$ cat src/rtl/systolic_result_collector.sv
// ---------------------------------------------------------------------------
// systolic_result_collector
//
// Collects partial sums from the bottom edge of a weight-stationary systolic
// array. Column j's result for a row arrives j cycles after column 0's. Each
// column is delayed by COLS-1-j register stages so the whole row lines up. The
// aligned rows go into a FIFO, which feeds a valid/ready output. A registered
// `hold` asks the array sequencer to stop injecting rows while the FIFO still
// has room for the rows already inside the deskew pipe.
//
// Parameters:
//   DATA_WIDTH  PE operand width; each sum is ACC_W = 2*DATA_WIDTH bits
//   COLS        array columns (>= 2)
//   FIFO_DEPTH  row entries (power of two, >= 2*COLS)
//
// Ports:
//   clk, rst_n  clock, asynchronous active-low reset
//   in_valid    column 0 carries a valid sum this cycle
//   in_data     bottom-row sums; column j at [j*ACC_W +: ACC_W]
//   out_valid   aligned row available (FIFO not empty)
//   out_ready   downstream accepts the head row
//   out_data    head row, same packing as in_data (0 when empty)
//   hold        registered: sequencer must stop issuing rows
//   overflow    sticky: a row was dropped because the FIFO was full
//   count       FIFO occupancy
//   rows_done   (SYSTOLIC_COLLECT_STATS_EN only) wrapping 16-bit pop counter
//
// Optional feature macro: SYSTOLIC_COLLECT_STATS_EN
// ---------------------------------------------------------------------------

// Fixed-delay register lane with no stall. DELAY may be 0, which gives a
// plain wire.
module systolic_deskew_lane #(
    parameter int W     = 16,
    parameter int DELAY = 1
) (
    input  logic         clk,
    input  logic         rst_n,
    input  logic [W-1:0] d,
    output logic [W-1:0] q
);
    generate
        if (DELAY == 0) begin : g_wire
            logic unused_clk_rst;
            assign unused_clk_rst = clk ^ rst_n;
            assign q = d;
        end else begin : g_pipe
            logic [DELAY-1:0][W-1:0] pipe;
            always_ff @(posedge clk or negedge rst_n) begin
                if (!rst_n) begin
                    pipe <= '0;
                end else begin
                    pipe[0] <= d;
                    for (int i = 1; i < DELAY; i++) pipe[i] <= pipe[i-1];
                end
            end
            assign q = pipe[DELAY-1];
        end
    endgenerate
endmodule

module systolic_result_collector #(
    parameter int DATA_WIDTH = 8,
    parameter int COLS       = 4,
    parameter int FIFO_DEPTH = 8
) (
    input  logic                               clk,
    input  logic                               rst_n,
    input  logic                               in_valid,
    input  logic [COLS*2*DATA_WIDTH-1:0]       in_data,
    output logic                               out_valid,
    input  logic                               out_ready,
    output logic [COLS*2*DATA_WIDTH-1:0]       out_data,
    output logic                               hold,
    output logic                               overflow,
    output logic [$clog2(FIFO_DEPTH):0]        count
`ifdef SYSTOLIC_COLLECT_STATS_EN
    ,
    output logic [15:0]                        rows_done
`endif
);
    localparam int ACC_W = 2 * DATA_WIDTH;
    localparam int ROW_W = COLS * ACC_W;
    localparam int AW    = $clog2(FIFO_DEPTH);
    localparam int CW    = AW + 1;
    localparam logic [CW-1:0] FULL_LVL = CW'(FIFO_DEPTH);
    // COLS entries of headroom cover the rows that are still in the deskew pipe.
    localparam logic [CW-1:0] HOLD_LVL = CW'(FIFO_DEPTH - COLS);

    // ---------------- deskew ----------------
    logic [COLS-1:0][ACC_W-1:0] row_data;
    logic                       row_valid;

    genvar j;
    generate
        for (j = 0; j < COLS; j++) begin : g_lane
            systolic_deskew_lane #(.W(ACC_W), .DELAY(COLS - 1 - j)) u_lane (
                .clk   (clk),
                .rst_n (rst_n),
                .d     (in_data[j*ACC_W +: ACC_W]),
                .q     (row_data[j])
            );
        end
    endgenerate

    // The valid bit follows column 0, so it sees the longest delay.
    systolic_deskew_lane #(.W(1), .DELAY(COLS - 1)) u_vld (
        .clk   (clk),
        .rst_n (rst_n),
        .d     (in_valid),
        .q     (row_valid)
    );

    // ---------------- FIFO ----------------
    logic [ROW_W-1:0] mem [FIFO_DEPTH];
    logic [AW-1:0]    wr_ptr, rd_ptr;
    logic             full, pop, push_ok, drop;

    assign out_valid = (count != '0);
    assign full      = (count == FULL_LVL);
    assign pop       = out_valid && out_ready;
    // When the FIFO is full, a push still fits if the head leaves in the same cycle.
    assign push_ok   = row_valid && (!full || pop);
    assign drop      = row_valid && full && !pop;
    // Gate the head with occupancy so out_data reads 0 when the FIFO is empty.
    assign out_data  = out_valid ? mem[rd_ptr] : '0;

    // Storage needs no reset because occupancy gates every read.
    always_ff @(posedge clk) begin
        if (push_ok) mem[wr_ptr] <= row_data;
    end

    always_ff @(posedge clk or negedge rst_n) begin
        if (!rst_n) begin
            wr_ptr   <= '0;
            rd_ptr   <= '0;
            count    <= '0;
            overflow <= 1'b0;
            hold     <= 1'b0;
        end else begin
            if (push_ok) wr_ptr <= wr_ptr + AW'(1);
            if (pop)     rd_ptr <= rd_ptr + AW'(1);
            if (drop)    overflow <= 1'b1;
            hold <= (count >= HOLD_LVL);
            case ({push_ok, pop})
                2'b10:   count <= count + CW'(1);
                2'b01:   count <= count - CW'(1);
                default: count <= count;
            endcase
        end
    end

`ifdef SYSTOLIC_COLLECT_STATS_EN
    always_ff @(posedge clk or negedge rst_n) begin
        if (!rst_n)   rows_done <= '0;
        else if (pop) rows_done <= rows_done + 16'd1;
    end
`endif

endmodule

$ cat config.mk
export PLATFORM = sky130hd
export DESIGN_NAME = systolic_result_collector
export DESIGN_NICKNAME = d
export VERILOG_FILES = /design/src/rtl/systolic_result_collector.sv
export SDC_FILE = /design/constraint.sdc
export NUM_CORES = 1
export LEC_CHECK = 0
export ABC_AREA = 0
export BUFFER_PORTS_ARGS = -buffer_cell sky130_fd_sc_hd__clkbuf_2
export CAP_MARGIN = 20
export CELL_PAD_IN_SITES_DETAIL_PLACEMENT = 1
export CELL_PAD_IN_SITES_GLOBAL_PLACEMENT = 2
export CORE_UTILIZATION = 48
export DETAILED_ROUTE_END_ITERATION = 16
export GPL_TIMING_DRIVEN = 0
export PLACE_DENSITY_LB_ADDON = 0.25
export SLEW_MARGIN = 5
export SYNTH_ARGS = -nofsm -noshare
export SYNTH_HDL_FRONTEND = slang
export SYNTH_HIERARCHICAL = 1
export SYNTH_SLANG_ARGS = --single-unit
$ cat constraint.sdc
create_clock -name clk -period 8 [get_ports clk]
set_input_delay 0.8 -clock clk [delete_from_list [all_inputs] [get_ports clk]]
set_output_delay 0.8 -clock clk [all_outputs]
set_load 0.005 [all_outputs]
* Yosys cells after proc, flatten, opt, wreduce, memory -nomap -nowiden
Memory sizes are Yosys's and may differ from the RTL's.
Index checks and enable logic that the tools add are counted.
** Word-level totals
- Memory bits (read-only) :: 0
- Bits in writable memories :: 512
- Output and inout port bits :: 71
- Latch bits :: 0
- Bits in registers :: 111
- Input bits :: 68
- Word-level logic and storage cells :: 36
- Memories :: 1
** Memory list
- mem :: words 8, bits a word 64, rd ports 1, clocked after memory_dff 0, write ports 1, RTL line 115 : logic [ROW_W-1:0] mem [FIFO_DEPTH];
** Cells by class
- Reduce and logical (&&, ||, !) cells :: 9
- Bitwise gates (word level) :: 0
- Multiplexer cells :: 4
- $lt $le $gt $ge :: 1
- Eq/ne operators :: 3
- Multipliers :: 0
- Divide/modulo/power cells :: 0
- Shift-type cells :: 0
- $add $sub $neg :: 4
** Operators by type and width (count)
- 64-bit 2-to-1 mux :: 1
- 4-bit one-hot mux with 2 select lines :: 1
- 3-bit by 1-bit adder with 3-bit output, second input constant :: 2
- 4-bit by 1-bit adder with 4-bit output, second input constant :: 1
- 4-bit equality test, second input constant :: 1
- 4-bit by 3-bit greater-or-equal comparator with 1-bit output, second input constant :: 1
- 1-bit logical AND :: 4
- 4-bit nonzero test :: 1
- 4-bit by 1-bit subtractor with 4-bit output, second input constant :: 1
- 2-bit by 1-bit equality test with 1-bit output, second input constant :: 1
- 2-bit equality test, second input constant :: 1
- 1-bit zero test :: 2
- 1-bit 2-to-1 mux :: 2
- 2-bit nonzero test :: 1
- 1-bit logical OR :: 1

* Longest topological paths before layout
- Word-level depth :: 6
- Depth in mapped cells :: 8
- Mapped depth without buffers :: 7

* Cells and area by module
Netlist, hierarchy kept.
** By module, submodules not included
- systolic_result_collector :: times used 1, cells an instance 877, area an instance 20007.9 um2, sequential area each 15675.0 um2
- systolic_deskew_lane (g_lane[0].u_lane) :: times used 1, cells an instance 64, area an instance 1321.3 um2, sequential area each 1201.2 um2
- systolic_deskew_lane (g_lane[1].u_lane) :: times used 1, cells an instance 48, area an instance 920.9 um2, sequential area each 800.8 um2
- systolic_deskew_lane (g_lane[2].u_lane) :: times used 1, cells an instance 16, area an instance 400.4 um2, sequential area each 400.4 um2
- systolic_deskew_lane (g_lane[3].u_lane) :: times used 1, cells an instance 16, area an instance 120.1 um2, sequential area each 0.0 um2
- systolic_deskew_lane (u_vld) :: times used 1, cells an instance 3, area an instance 75.1 um2, sequential area each 75.1 um2

* Worst setup path after synthesis
OpenSTA, ideal clock, no wires.
- Path kind :: input-to-reg
- Start point :: input out_ready
- End point :: memory mem[1][0] (netlist name) (enable)
- Data required time :: 7.435 ns
- Library setup time :: 0.565 ns
- Path buffers :: 0
- Slack :: 1.754 ns
- Cell stages on the path :: 4
- Arrival time :: 5.681 ns
- Cells stage by stage :: nor2b_1 > a21boi_1 > nand2_1 > nor3_1
** On the way
- Word-level cells in the longest chain between the ends :: 5
** RTL lines
- start, declared :: RTL line 72 : input logic out_ready,
- 1-bit logical AND :: RTL line 121 : assign pop = out_valid && out_ready;
- 1-bit logical OR :: RTL line 123 : assign push_ok = row_valid && (!full || pop);
- 1-bit logical AND :: RTL line 123
- 1-bit 2-to-1 mux :: RTL line 130 : if (push_ok) mem[wr_ptr] <= row_data;
- 1-bit 2-to-1 mux (implied by the code) :: RTL line 130
- end, declared :: RTL line 115
No other way between the ends.

* Worst setup path after layout
- Start point :: register count[0]
- End point :: output out_data[15]
** On the way
- Word-level cells in the longest chain between the ends :: 2
** RTL lines
- start, declared :: RTL line 76 : output logic [$clog2(FIFO_DEPTH):0] count
- start signal, assigned :: RTL line 146 : 2'b10: count <= count + CW'(1);
- start signal, assigned :: RTL line 147 : 2'b01: count <= count - CW'(1);
- start signal, assigned :: RTL line 148 : default: count <= count;
- 4-bit nonzero test :: RTL line 119 : assign out_valid = (count != '0);
- 64-bit 2-to-1 mux :: RTL line 126 : assign out_data = out_valid ? mem[rd_ptr] : '0;
- end, declared :: RTL line 73 : output logic [COLS*2*DATA_WIDTH-1:0] out_data,
No other way between the ends.

==> flow_metrics.env <==
export IMPL_synth_yosys_warnings=6
export IMPL_irDropWorstVdd_v=0.000166
export IMPL_hold_violations=0
export IMPL_worst_path_most_repeated_cell="buf_2"
export IMPL_layout_common_cells="512 x edfxtp_1, 128 x mux4_2, 121 x clkbuf_2"
export IMPL_violations="DRC"
export IMPL_critical_path_peak_fanout=10
export IMPL_ys_flop_type="edfxtp_1"
export IMPL_relSlewSlack=0.335
export IMPL_path_cells="buf_2 > nor4_1 > buf_2 > buf_1 > nor2_1 > clkbuf_2"
export IMPL_nets=1315
export IMPL_setup_tns_final_ps=0
export IMPL_cts_root_buffer="clkbuf_16"
export IMPL_placeableCoreArea_um2=46800
export IMPL_cts_max_level=2
export IMPL_postLayoutCoreUtil=0.576
export IMPL_initialDrtViolationCount=700
export IMPL_route_vias_total=10308
export IMPL_grt_total_usage=0.200
export IMPL_timing_final_setup_violations=0
export IMPL_outcome="complete, but fails checks"
export IMPL_critical_path_max_stage_delay_ps=570
export IMPL_post_synth_top_area_fraction=0.673
export IMPL_detail_route_drc_violations=5
export IMPL_antenna_cells_inserted=0
export IMPL_grt_pass1_vias=11220
export IMPL_synth_largest_area_cell="edfxtp_1"
export IMPL_fin_ws_ps=4220
export IMPL_post_cts_resize_count=0
export IMPL_tritoncts_clock_tree="built"
export IMPL_multi_input_area_um2=4170
export IMPL_post_synth_cell_area_avg_um2=22.3
export IMPL_pre_cts_slack_ps=4470
export IMPL_ys_ff_latch=623
export IMPL_drv_slew=0
export IMPL_globalRoute_totalOverflow=0
export IMPL_wl_per_cell_um=24.4
export IMPL_dp_hpwl_mm=29.3
export IMPL_final_min_period_over_clock_period=0.473
export IMPL_register_area_um2=18200
export IMPL_synth_seq_area_share=0.795
export IMPL_fillers=4000
export IMPL_hold_buffers_post_cts=0
export IMPL_share_of_synthesized_registers_carrying_an_async_set_or_reset=0.178
export IMPL_synth_edff_count=512
export IMPL_hold_ws_ps=93.9
export IMPL_synth_top_cells_by_area="edfxtp_1 67%, mux4_2 13%, dfrtp_1 12%, mux2i_1 2.8%, buf_4 1.6%"
export IMPL_clock_skew_ps=16.3
export IMPL_timing_reg2reg_worst_path_depth=8
export IMPL_mostFrequentLayoutCell="edfxtp_1"
export IMPL_antenna_violations_before_repair=0
export IMPL_grt_setup_unrepaired="false"
export IMPL_netlist_area_um2=22800
export IMPL_wire_length_of_the_first_global_routing_pass_mm=70.2
export IMPL_timing_final_crit_period_ps=3780
export IMPL_effective_utilization_at_floorplan=0.489
export IMPL_via_per_inst=5.41
export IMPL_p_leak_nw=9.56
export IMPL_ys_types=33
export IMPL_r2r_setup_slack_ps=4880
export IMPL_path_class="reg -> out"
export IMPL_cell_class_contributing_the_biggest_share_of_worst_path_delay="buffers and inverters"
export IMPL_cts_sink_count=623
export IMPL_antenna_left=0
export IMPL_largest_net_degree_at_the_start_of_global_routing=79
export IMPL_placement_rows=79
export IMPL_end_kind="primary output"
export IMPL_drv_cap=0
export IMPL_placement_cell_area_um2=24900
export IMPL_synth_cells=1024
export IMPL_chipHeight_um=220
export IMPL_syn_to_final_growth_pct=17.8
export IMPL_postCtsSetupRepairBufs=0
export IMPL_tightest_slew_ps=998
export IMPL_critPathRequiredTime_ps=7200
export IMPL_clk_latency_ps=620
export IMPL_arrival_ps=2980
export IMPL_synth_nets=1095
export IMPL_timing_critical_path_from_type="flip-flop"
export IMPL_final_area_um2=26900
export IMPL_crit_reg2reg_capture="mem[6][33]$_DFFE_PP_"
export IMPL_timing_critical_path_buf_inv=4
export IMPL_drt_pass1_iterations=12
export IMPL_io_buffers=122
export IMPL_max_clock_buf_depth=3
export IMPL_route_final_wire_length_mm=46.5
export IMPL_layout_drive_gt1_share=0.358
export IMPL_clkSlewWorstSetupHoldPaths_ps=60
export IMPL_gp_routability_congestion=0.695
export IMPL_timing_rr_start="u_vld/q$_DFF_PN0_"
export IMPL_fp_dieArea_um2=48500
export IMPL_critical_path_slowest_cell="buf_1"
export IMPL_fmax_mhz=264
export IMPL_top_level_ports=139
export IMPL_power_density_nw_per_um2=364
export IMPL_floorplan_die_width_um=220
export IMPL_tritoncts_num_buffers=61
export IMPL_holdCritPathClass="in -> async"
export IMPL_cp_num_cells=6
power by group:
part           total, mW  switching (mW)  internal (mW)
Clock               2.85            1.18           1.67
Combinational       2.84            1.54           1.30
Sequential          4.09           0.117           3.97
through the flow:
stage               instances  total power [mW]
floorplan                1024              5.90
global placement         1753              6.96
detailed placement       1788              7.07
CTS                      1904              9.95
global route             1904              10.2
finish                   1904              9.78
area by class of cell:
class | instances | area share
inverters | 1 | 0.000139
clock inverters | 30 | 0.0103
plain buffers | 94 | 0.0213
multi-input cells | 306 | 0.155
flip-flops and latches | 623 | 0.675
well taps | 607 | 0.0282
repair buffers | 157 | 0.0457
clock buffers | 86 | 0.0648
routing by layer:
| layer | global-route usage | share of wire | wire length, um |
|---|---|---|---|
| met2 | 0.340 | 0.52 | 24000 |
| met4 | 0.0536 | 0.020 | 916 |
| met1 | 0.270 | 0.43 | 19700 |
| met5 | 0 | 0 | 0 |
| met3 | 0.0348 | 0.038 | 1770 |
cells in the mapped netlist, types with 4 or more instances:
library cell  number
nor2_1            73
buf_2             23
buf_1             14
mux2i_1           64
mux4_2           128
buf_4             49
nand2_1            5
dfrtp_1          111
clkbuf_1           7
xnor2_1            4
edfxtp_1         512
cells by family (layout without fill, tap and decap cells):
group	count (synthesis)	in the layout	share of synthesized area
mux	195	195	0.156
buf+inv	95	368	0.0252
fa+ha+maj	3	3	0.00164
simple gates	92	92	0.0168
xor+xnor	7	7	0.00268
compound gates	9	9	0.00340
flops	623	623	0.795
worst max-delay path by stage:
stage | startpoint | to | slack [ps]
floorplan | out_ready | mem[1][0]$_DFFE_PP_ | 1750
global placement | out_ready | mem[0][39]$_DFFE_PP_ | -3330
detailed placement | out_ready | mem[1][39]$_DFFE_PP_ | 4470
CTS | count[0]$_DFFE_PN0P_ | out_data[15] | 4130
global route | rd_ptr[0]$_DFFE_PN0N_ | out_data[33] | 4030
finish | count[0]$_DFFE_PN0P_ | out_data[15] | 4220
state kept, by name (all words and copies together), names as in the netlist:
name,flops
hold,1
overflow,1
wr_ptr,3
u_vld/g_pipe.pipe,2
g_lane.u_lane/q,48
count,4
mem,512
g_lane.u_lane/g_pipe.pipe,48
u_vld/q,1
rd_ptr,3
Note: power is estimated with default switching activity, not from simulation.
